<file path="src/rtl/fft_frame_feeder.sv">
// fft_frame_feeder: buffers one N-sample complex frame, then bursts it to the FFT input loader.
// Define FFT_FEEDER_BITREV_EN for bit-reversed burst addresses; otherwise addresses are natural order.
module fft_frame_feeder #(
  parameter int N = 16
) (
  input  logic                    clk,
  input  logic                    rst,
  input  logic                    s_valid,
  output logic                    s_ready,
  input  logic signed [31:0]      s_real,
  input  logic signed [31:0]      s_imag,
  input  logic                    s_last,
  output logic                    new_data,
  output logic [$clog2(N)-1:0]    addr,
  output logic signed [31:0]      data_real,
  output logic signed [31:0]      data_imag,
  input  logic                    init_done,
  input  logic                    err_clr,
  output logic                    frame_err,
  output logic                    busy
);

  localparam int AW = $clog2(N);
  localparam logic [AW-1:0] LAST_IDX = AW'(N - 1);

  localparam logic [1:0] FILL      = 2'd0;
  localparam logic [1:0] START     = 2'd1;
  localparam logic [1:0] BURST     = 2'd2;
  localparam logic [1:0] WAIT_DONE = 2'd3;

  logic [1:0]    state_reg, state_next;
  logic [AW-1:0] fill_cnt_reg, fill_cnt_next;
  logic [AW-1:0] burst_cnt_reg, burst_cnt_next;
  logic          frame_err_reg, frame_err_next;
  logic          err_set;
  logic          accept;
  logic [AW-1:0] map_addr;

  logic signed [31:0] mem_real [N];
  logic signed [31:0] mem_imag [N];

  // Gated by rst so the source never sees ready while the block is held in reset.
  assign s_ready   = (state_reg == FILL) && !rst;
  assign accept    = s_valid && s_ready;
  assign busy      = (state_reg != FILL);
  assign new_data  = (state_reg == START);
  assign frame_err = frame_err_reg;

`ifdef FFT_FEEDER_BITREV_EN
  generate
    for (genvar gi = 0; gi < AW; gi++) begin : g_rev
      assign map_addr[gi] = burst_cnt_reg[AW-1-gi];
    end
  endgenerate
`else
  assign map_addr = burst_cnt_reg;
`endif

  always_comb begin
    addr      = '0;
    data_real = '0;
    data_imag = '0;
    if (state_reg == BURST) begin
      addr      = map_addr;
      data_real = mem_real[burst_cnt_reg];
      data_imag = mem_imag[burst_cnt_reg];
    end
  end

  always_comb begin
    state_next     = state_reg;
    fill_cnt_next  = fill_cnt_reg;
    burst_cnt_next = burst_cnt_reg;
    err_set        = 1'b0;
    case (state_reg)
      FILL: begin
        if (accept) begin
          if (fill_cnt_reg == LAST_IDX) begin
            // A full frame always proceeds; a missing s_last only flags the error.
            fill_cnt_next = '0;
            state_next    = START;
            err_set       = !s_last;
          end else if (s_last) begin
            fill_cnt_next = '0;
            err_set       = 1'b1;
          end else begin
            fill_cnt_next = fill_cnt_reg + AW'(1);
          end
        end
      end
      START: begin
        burst_cnt_next = '0;
        state_next     = BURST;
      end
      BURST: begin
        burst_cnt_next = burst_cnt_reg + AW'(1);
        if (burst_cnt_reg == LAST_IDX) state_next = WAIT_DONE;
      end
      WAIT_DONE: begin
        if (init_done) state_next = FILL;
      end
      default: state_next = FILL;
    endcase
    frame_err_next = err_set | (frame_err_reg & ~err_clr);
  end

  always_ff @(posedge clk or posedge rst) begin
    if (rst) begin
      state_reg     <= FILL;
      fill_cnt_reg  <= '0;
      burst_cnt_reg <= '0;
      frame_err_reg <= 1'b0;
    end else begin
      state_reg     <= state_next;
      fill_cnt_reg  <= fill_cnt_next;
      burst_cnt_reg <= burst_cnt_next;
      frame_err_reg <= frame_err_next;
    end
  end

  // Frame storage carries no reset; its contents are meaningless until refilled.
  always_ff @(posedge clk) begin
    if (accept) begin
      mem_real[fill_cnt_reg] <= s_real;
      mem_imag[fill_cnt_reg] <= s_imag;
    end
  end

endmodule

</file>
<file path="config.mk">
export PLATFORM = sky130hd
export DESIGN_NAME = fft_frame_feeder
export DESIGN_NICKNAME = d
export VERILOG_FILES = /design/src/rtl/fft_frame_feeder.sv
export SDC_FILE = /design/constraint.sdc
export NUM_CORES = 1
export LEC_CHECK = 0
export CORE_AREA = 2 2 263 265
export CTS_BUF_LIST = sky130_fd_sc_hd__clkbuf_4 sky130_fd_sc_hd__clkbuf_8
export CTS_CLUSTER_DIAMETER = 80
export DETAILED_ROUTE_END_ITERATION = 8
export DIE_AREA = 0 0 265 267
export HOLD_SLACK_MARGIN = 0.02
export PLACE_DENSITY = 0.84
export REMOVE_ABC_BUFFERS = 1
export SLEW_MARGIN = 15
export SYNTH_ARGS = -nofsm -noshare
export SYNTH_HDL_FRONTEND = slang
export SYNTH_SLANG_ARGS = --single-unit
export TNS_END_PERCENT = 1
</file>
<file path="constraint.sdc">
create_clock -name clk -period 13.44 [get_ports clk]
set_input_delay 2.688 -clock clk [delete_from_list [all_inputs] [get_ports clk]]
set_output_delay 2.688 -clock clk [all_outputs]
set_load 0.03 [all_outputs]
</file>
==> flow_summary_export.csv <==
group,metric,value,unit
drt,wl_per_cell,26.0,um
pwr,p_leak,0.0144,uW
drt,drtAntennaViolNets,0,
clocking,numClockSinks,1035,
drt,first_pass_iters,5,
place,portBuffers,141,
hold_path,holdPathStages,2,
logic_synthesis,syn_area,40300,um^2
logic_synthesis,synth_top_area_share,76.2,%
drt,routed_wl,88400,um
place,dpl_cell_area,42400,um^2
pwr,power_frac_clock,32.1,%
worst_setup_path,cp-end-kind,"primary output",
timing,worstMarginPinSlew,1.22,ns
worst_setup_path,path_cells,"nor2b_4 > buf_4 > buf_4 > a221oi_1 > o21ai_1 > o21ai_0 > clkdlybuf4s50_1",
timing,max-slew-margin-rel,18.6,%
pwr,p_comb_share,19.2,%
cells_and_area,final_common_cell,"edfxtp_1",
pwr,p_sw_share,27.3,%
hold_path,hold_class,"reg2reg",
cells_and_area,reg_top3,"mem_imag x512, mem_real x512",
worst_setup_path,cp.required,10.75,ns
pwr,p_int,5460,uW
worst_setup_path,startpoint,"burst_cnt_reg[2]",
place,gp_congestion,0.748,
worst_setup_path,cp_slowest_cell,"dfrtp_1",
clocking,post_cts_resized,0,
worst_setup_path,worstSetupPathType,"reg2out",
cells_and_area,final_nets,2470,
timing,hold_slack,0.555,ns
die,die_w,265,um
clocking,worst_skew_pair.late_latency,0.80,ns
pwr,ir_drop,0.113,mV
timing,drv_slew,0,
die,coreArea,68000,um^2
pwr,power.total,7510,uW
timing,fin_crit,7.97,ns
logic_synthesis,synth_area_leaders,"edfxtp_1 76%, mux2i_1 12%, a22oi_1 4.2%",
worst_setup_path,slowest_delay,1.06,ns
clocking,ctsHoldBuffers,0,
clocking,clock_tree.buffer_depth,3,
place,placedCellCount,3118,
clocking,root_buffer,"clkbuf_8",
die,die_area,70800,um^2
clocking,numCtsBuffers,153,
place,dp_hpwl,42500,um
drt,dr.first_iter.drc_count,2299,
worst_setup_path,r2r-start,"state_reg[1]",
clocking,cts_max_level,4,
timing,finalHoldViolations,0,
logic_synthesis,synth_top_cell_by_area,"edfxtp_1",
drt,via_count,21600,
worst_setup_path,critPathMaxFanout,77,
worst_setup_path,crit_top_cell,"buf_4",
logic_synthesis,syn_area_per_cell,18.4,um^2
worst_setup_path,reg2regPathDepth,7,
drt,viasPerCell,6.35,
cells_and_area,final_cell_mix,"1024 x edfxtp_1, 486 x mux2i_1, 228 x a22oi_1",
timing,clock_skew,0.0314,ns
logic_synthesis,ys_types,34,
clocking,post_cts_buffers,0,
grt,first_global_vias,22000,
cells_and_area,final_util,66.7,%
cells_and_area,syn_to_final_growth,12.3,%
clocking,cts_tree,"done",
run,cap_viol_max_count,0,
pwr,p_seq_share,48.7,%
die,initial_core_util,59.3,%
grt,overflow,0,
grt,antenna_found_initial,6,
pwr,powerDensity,166,nW/um^2
drt,drc_errors,0,
timing,rsz0062_at_grt,"false",
logic_synthesis,ys.warnings.count,0,
logic_synthesis,ys_seq_area_share,76.9,%
grt,grt_max_degree,141,
cells_and_area,drive_above_1_share,12.3,%
hold_path,whs_endpoint,"frame_err",
grt,grt_use_total,25.1,%
die,io_pins,142,
logic_synthesis,netlist_instances,2188,
worst_setup_path,crit_buf_inv,3,
timing,setup_viol,0,
timing,period_share,59.3,%
clocking,clk_pin_slew,0.06,ns
logic_synthesis,ys_ff_latch,1035,
pwr,p_switching,2050,uW
worst_setup_path,cp-start-kind,"flip-flop",
worst_setup_path,crit_family,"buffers and inverters",
hold_path,min_from,"frame_err",
status,status,"finished, final reports clean",
worst_setup_path,r2r_setup_slack,9.83,ns
cells_and_area,fin_cells,3397,
timing,max_freq,125,MHz
worst_setup_path,r2r_end,"mem_real[6][8]",
grt,grt_pass1_wl,131000,um
cells_and_area,design_area,45300,um^2
worst_setup_path,cp.arrival,5.29,ns
die,dieHeight,267,um
die,core.rowCount,96,
-- how the worst max path moves through the flow --
| stage | depth (start not counted) | end | slack (ns) |
|---|---|---|---|
| 2_1_floorplan | 3 | data_imag[20] | -6.46 |
| 6_report | 7 | data_real[0] | 5.47 |
| 5_1_grt | 7 | data_real[0] | 5.28 |
| 3_3_place_gp | 7 | data_imag[21] | 6.29 |
| 3_5_place_dp | 7 | data_imag[21] | 6.24 |
| 4_1_cts | 7 | data_imag[21] | 5.36 |
-- cells by family after synthesis --
group                    Yosys count  synth area share (%)
flip-flops                      1035                  76.9
multiplexers                     500                  12.8
AO/OA/AOI/OAI                    336                  5.74
AND/OR/NAND/NOR                  165                  1.81
buffers and inverters            142                  2.42
adder cells (fa/ha/maj)            9                 0.279
XOR/XNOR                           1                0.0217
-- through the flow --
| stage | setup TNS [ns] | setup slack (ns) |
|---|---|---|
| after global placement | 0 | 6.29 |
| after floorplan | -409.33 | -6.46 |
| after CTS | 0 | 5.36 |
| after detailed placement | 0 | 6.24 |
| after global routing | 0 | 5.28 |
| final | 0 | 5.47 |
-- metal layers --
layer	track usage (%)	up-vias	part of all wire (%)
met2	40.9	1157	49
met3	5.52	209	9.2
met1	33.6	11000	39
met5	0	-	0.055
met4	9.28	8	2.7
li1	-	9235	-
-- cells in the mapped netlist --
| cell | instances |
|---|---|
| buf_2 | 32 |
| nor2_1 | 15 |
| o22ai_1 | 1 |
| clkbuf_1 | 35 |
| nand2b_1 | 2 |
| nand3b_1 | 1 |
| nor2b_1 | 4 |
| buf_8 | 8 |
| nand3_1 | 55 |
| o21ai_1 | 69 |
| inv_1 | 11 |
| a31oi_1 | 2 |
| a221oi_1 | 14 |
| buf_1 | 6 |
| and2_1 | 4 |
| mux4_2 | 14 |
| o32ai_1 | 1 |
| nor3_1 | 5 |
| clkinv_1 | 1 |
| o31ai_1 | 1 |
| dfrtp_1 | 11 |
| a21oi_1 | 3 |
| o21ai_0 | 17 |
| or3_1 | 1 |
| xor2_1 | 1 |
| buf_4 | 22 |
| nand2_1 | 77 |
| nand4b_1 | 1 |
| mux2i_1 | 486 |
| edfxtp_1 | 1024 |
| a22oi_1 | 228 |
| buf_6 | 24 |
| buf_12 | 3 |
| ha_1 | 9 |
-- final cells by class --
type / count / area, um^2
inverter: 12 / 46.3
fill: 4203 / 22700
timing repair buffer: 178 / 1720
clock buffer: 210 / 2560
clock inverter: 66 / 360
tap: 882 / 1100
multi-input combinational: 1011 / 8490
antenna: 3 / 7.51
sequential: 1035 / 31000
-- power groups by stage --
stage	clock network (uW)	logic [uW]	registers, uW
6_report	2410	1440	3650
3_3_place_gp	0	1400	3710
3_5_place_dp	0	1430	3720
5_1_grt	2580	1530	3660
2_1_floorplan	0	1690	3890
4_1_cts	2440	1440	3650
-- worst register-to-register path, delay by kind of cell, from the launching register on --
kind	cells	cell delay, ns
adders and majority gates	1	0.23
buffers and inverters	2	1.00
DFF	1	0.40
and+or+nand+nor	4	1.54
Power figures use the tool's default switching activity.
